==> src/rtl/mem_arbiter.sv <==
// Two-port arbiter sharing one LC-3b memory port between fetch (A) and data (B) requesters.
// Define MEM_ARB_ROUND_ROBIN_EN for round-robin ties; default build gives port B fixed priority.
module mem_arbiter #(
   parameter int ADDR_W = 16,
   parameter int DATA_W = 16,
   parameter int MASK_W = 2
) (
   input  logic              clk,
   input  logic              rst_n,
   input  logic              a_read,
   input  logic              a_write,
   input  logic [ADDR_W-1:0] a_address,
   input  logic [DATA_W-1:0] a_wdata,
   input  logic [MASK_W-1:0] a_byte_enable,
   output logic              a_resp,
   input  logic              b_read,
   input  logic              b_write,
   input  logic [ADDR_W-1:0] b_address,
   input  logic [DATA_W-1:0] b_wdata,
   input  logic [MASK_W-1:0] b_byte_enable,
   output logic              b_resp,
   output logic [DATA_W-1:0] rdata,
   output logic              mem_read,
   output logic              mem_write,
   output logic [ADDR_W-1:0] mem_address,
   output logic [DATA_W-1:0] mem_wdata,
   output logic [MASK_W-1:0] mem_byte_enable,
   input  logic [DATA_W-1:0] mem_rdata,
   input  logic              mem_resp
);

   typedef enum logic [1:0] {IDLE, GRANT_A, GRANT_B} state_t;
   typedef enum logic {PORT_A, PORT_B} port_t;

   state_t state_q, state_d;
   port_t  last_q, last_d;

   logic a_req, b_req;
   assign a_req = a_read | a_write;
   assign b_req = b_read | b_write;

   assign rdata = mem_rdata;

   always_comb begin
      // NOTE: every variable gets a default first so no path infers a latch.
      state_d = state_q;
      last_d  = last_q;
      unique case (state_q)
         IDLE: begin
            if (a_req && b_req) begin
`ifdef MEM_ARB_ROUND_ROBIN_EN
               state_d = (last_q == PORT_A) ? GRANT_B : GRANT_A;
`else
               state_d = GRANT_B;
`endif
            end else if (a_req) begin
               state_d = GRANT_A;
            end else if (b_req) begin
               state_d = GRANT_B;
            end
         end
         GRANT_A: begin
            if (mem_resp) begin
               state_d = IDLE;
               last_d  = PORT_A;
            end
         end
         GRANT_B: begin
            if (mem_resp) begin
               state_d = IDLE;
               last_d  = PORT_B;
            end
         end
         default: state_d = IDLE;
      endcase
   end

   // NOTE: sequential state uses non-blocking assignments; the async reset also
   // drops the memory strobes immediately because they decode from state_q.
   always_ff @(posedge clk or negedge rst_n) begin
      if (!rst_n) begin
         state_q <= IDLE;
         last_q  <= PORT_B;
      end else begin
         state_q <= state_d;
         last_q  <= last_d;
      end
   end

   // Write wins over read when the owner illegally asserts both.
   always_comb begin
      mem_read        = 1'b0;
      mem_write       = 1'b0;
      mem_address     = '0;
      mem_wdata       = '0;
      mem_byte_enable = '0;
      a_resp          = 1'b0;
      b_resp          = 1'b0;
      unique case (state_q)
         GRANT_A: begin
            mem_write       = a_write;
            mem_read        = a_read & ~a_write;
            mem_address     = a_address;
            mem_wdata       = a_wdata;
            mem_byte_enable = a_byte_enable;
            a_resp          = mem_resp;
         end
         GRANT_B: begin
            mem_write       = b_write;
            mem_read        = b_read & ~b_write;
            mem_address     = b_address;
            mem_wdata       = b_wdata;
            mem_byte_enable = b_byte_enable;
            b_resp          = mem_resp;
         end
         default: ;
      endcase
   end

endmodule

==> config.mk <==
export PLATFORM = sky130hd
export DESIGN_NAME = mem_arbiter
export DESIGN_NICKNAME = d
export VERILOG_FILES = /design/src/rtl/mem_arbiter.sv
export SDC_FILE = /design/constraint.sdc
export NUM_CORES = 1
export LEC_CHECK = 0
export CAP_MARGIN = 20
export CORE_MARGIN = 5
export CORE_UTILIZATION = 22
export CTS_BUF_LIST = sky130_fd_sc_hd__clkbuf_8
export DETAILED_ROUTE_END_ITERATION = 10
export GPL_ROUTABILITY_DRIVEN = 0
export GPL_TIMING_DRIVEN = 0
export PLACE_DENSITY = 0.85
export SYNTH_ARGS = -nofsm -noshare
export SYNTH_HDL_FRONTEND = slang
export SYNTH_SLANG_ARGS = --single-unit
==> constraint.sdc <==
create_clock -name clk -period 1.6 [get_ports clk]
set_input_delay 0.24 -clock clk [delete_from_list [all_inputs] [get_ports clk]]
set_output_delay 0.24 -clock clk [all_outputs]
set_load 0.02 [all_outputs]
==> impl_metrics.yaml <==
cts:
  clk_pin_slew_ns: 0.03
  htree_levels: 1
  clock_latency_ns: 0.21
  cts.sinks: 2
  cts_tree: "yes"
  cts_made_buffers: 3
  root_buffer: "clkbuf_8"
  cts_buffer_depth: 2
die:
  rows: 23
  ios: 145
  start_util_pct: 22.2
  dieArea_mm2: 0.00535
  core_mm2: 0.00394
  die_y_um: 73.1
  die_w_um: 73.1
yosys:
  yosysWarnings: 0
  synth_top_area_share_pct: 30.0
  synth_simple_gate_area_share_pct: 30.8
  synthDistinctLibCells: 18
  syn-cell-area_um2: 877
  synth_top_family_by_area: "compound AO/OA/AOI/OAI gates"
  synth_area_leaders: "a22oi_1, nor2b_1, buf_4"
  ys_seq_elements: 2
  synth-compound-area-share_pct: 34.4
  syn_area_per_cell_um2: 7.37
  synthMuxAreaShare_pct: 0
  synth_cells: 119
  syn-num-nets: 213
  synth_fa_ha_area_share_pct: 4.28
  seq_area_frac_synth_pct: 5.71
  synth-xor-area-share_pct: 0
  synth_top_area_cell: "a22oi_1"
grt:
  overflow: 0
  grt_pass1_wl_mm: 6.91
  grt_antenna_before_repair: 0
  grt_pass1_vias: 1474
  grt.total_usage_pct: 16.2
  grt_max_degree: 11
sta:
  slew_headroom_pct: 84.6
  worst_pin_slew_ns: 0.231
  hold_viol: 0
  fin_skew_ns: 0.0000322
  period_minus_slack_ns: 1.89
  post-route-period-util_pct: 118
  setup_viol: 37
  maxSlewViolCount: 0
  timing.final.ws_setup_ns: -0.290
  fmax_mhz: 529
  setup_tns_ns: -6.17
  rsz0062_at_grt: "true"
power_and_ir_drop:
  ir_worst_vdd_uv: 1040
  power_density_mw_per_mm2: 1510
  p_leak_nw: 1.06
route:
  vias_per_cell: 4.65
  ant_nets: 0
  vias: 1469
  routed_wl_mm: 5.15
  wl_per_cell_um: 16.3
  drtPass1Iterations: 4
  post-route-drc-count: 0
  drtIter0Drc: 24
finish:
  drive_gt1_share_pct: 45.5
  largest_reg_flops: 2
  regMostFlops: "state_q"
  largestRegisters: "state_q (2)"
  diodes: 0
  fin_nets: 362
  instances_no_fill: 316
  area_growth_pct: 198
status:
  violations: "negative setup slack"
  status: "finished with violations"
placement:
  io_buffers: 128
  place_inst: 297
  post-dp-hpwl_mm: 3.76
worst_setup_path:
  worst_ep_required_time_ns: 1.36
  cp-start-kind: "flip-flop"
  r2r_start: "state_q[1]$_DFFE_PN0P_"
  end_kind: "primary output"
  arrival_ns: 1.65
  reg2reg_depth: 7
  crit_fanout: 6
  crit_type: "flip-flop to primary output"
  crit_path_start: "state_q[1]$_DFFE_PN0P_"
run:
  cap_violations: 0
worst_hold_path:
  worst_hold_path_type: "primary input to asynchronous set/reset pin"
[per-stage QoR]
stage	cell area [um^2]	hold slack (ns)	utilization (%)	setup WS [ns]	power [mW]
3_5_place_dp	2220	0.415	56.3	-0.575	2.82
5_1_grt	2620	0.199	66.4	-0.357	4.20
4_1_cts	2360	0.192	59.9	-0.236	3.32
3_3_place_gp	2220	0.412	56.3	-0.579	2.77
6_report	2620	0.198	66.4	-0.290	3.96
2_1_floorplan	877	-0.0556	-	0.0903	1.68
[timing repair]
item	in CTS	in global routing
resized for setup	209	50
gates cloned	2	4
buffers inserted	5	6
setup endpoints to repair	38	38
pin swaps	1	3
hold buffers	0	0
[area by class of cell]
cell class / instances / area, um^2
flip-flops and latches: 2 / 50.0
multi-input cells: 88 / 792
well taps: 50 / 62.6
clock buffers: 3 / 41.3
plain buffers: 27 / 267
fillers: 328 / 1330
inverters: 2 / 7.51
repair buffers: 144 / 1400
[cell usage in the layout, fill, tap and decap left out, types with 2 or more instances in the layout]
cell | netlist | routed
ha_4 | 0 | 2
dfrtp_1 | 2 | 2
clkbuf_8 | 0 | 3
nor2b_1 | 35 | 30
inv_2 | 0 | 2
and2_1 | 3 | 2
nor2b_2 | 0 | 2
a22oi_2 | 0 | 25
buf_8 | 0 | 6
buf_4 | 20 | 57
a22oi_1 | 35 | 10
nor2_1 | 2 | 2
nor2b_4 | 1 | 4
buf_6 | 4 | 14
clkbuf_16 | 0 | 2
clkdlybuf4s50_1 | 0 | 90
a21oi_1 | 3 | 3
[synth_stat cells]
cell type and n:
nor2b_4 1, o22ai_1 1, buf_2 3, o21ai_1 1, dfrtp_1 2, nand2_1 1, buf_4 20, nor2_1 2
a21oi_1 3, and2_1 3, o21bai_1 1, nand3b_1 1, o21ai_0 1, buf_6 4, nor2b_1 35, ha_1 3
a22oi_1 35, inv_1 2
[power breakdown]
part | switching, mW | leakage [nW] | internal, mW | total (mW)
logic | 1.63 | 1.01 | 2.04 | 3.67
registers | 0.0145 | 0.0254 | 0.0730 | 0.0875
clock network | 0.0401 | 0.0216 | 0.159 | 0.199
[routing by layer]
| metal | global-route usage [%] | vias up | wire length, um |
|---|---|---|---|
| met3 | 4.96 | 0 | 682 |
| met1 | 18.0 | 671 | 1830 |
| met2 | 30.0 | 92 | 2640 |
| met5 | 0 | - | 0 |
| li1 | - | 706 | - |
| met4 | 3.07 | 0 | 0 |
[cells by family (layout without fill, tap and decap cells)]
kind of cell / Yosys count / in the layout
adders and majority gates: 3 / 3
buffers and inverters: 29 / 176
and+or+nand+nor: 43 / 43
DFF: 2 / 2
AOI/OAI and AO/OA: 42 / 42
[worst max-delay path, stage by stage (launching register included)]
cell	delay (ns)
dfrtp_1	0.38
buf_4	0.15
ha_4	0.16
buf_8	0.13
buf_8	0.13
nand3b_1	0.10
o21ai_1	0.09
and2_1	0.17
buf_6	0.13
[worst paths after layout]
check	endpoint	slack [ns]
worst max-delay path	mem_read	-0.29
worst min-delay path	state_q[1]$_DFFE_PN0P_	0.20
worst max register to register	state_q[0]$_DFFE_PN0P_	0.11
worst min register to register	state_q[1]$_DFFE_PN0P_	0.59
max in group asynchronous	state_q[0]$_DFFE_PN0P_	1.28
min in group clk	state_q[1]$_DFFE_PN0P_	0.59
No activity file was read; power rests on OpenSTA's default activity.
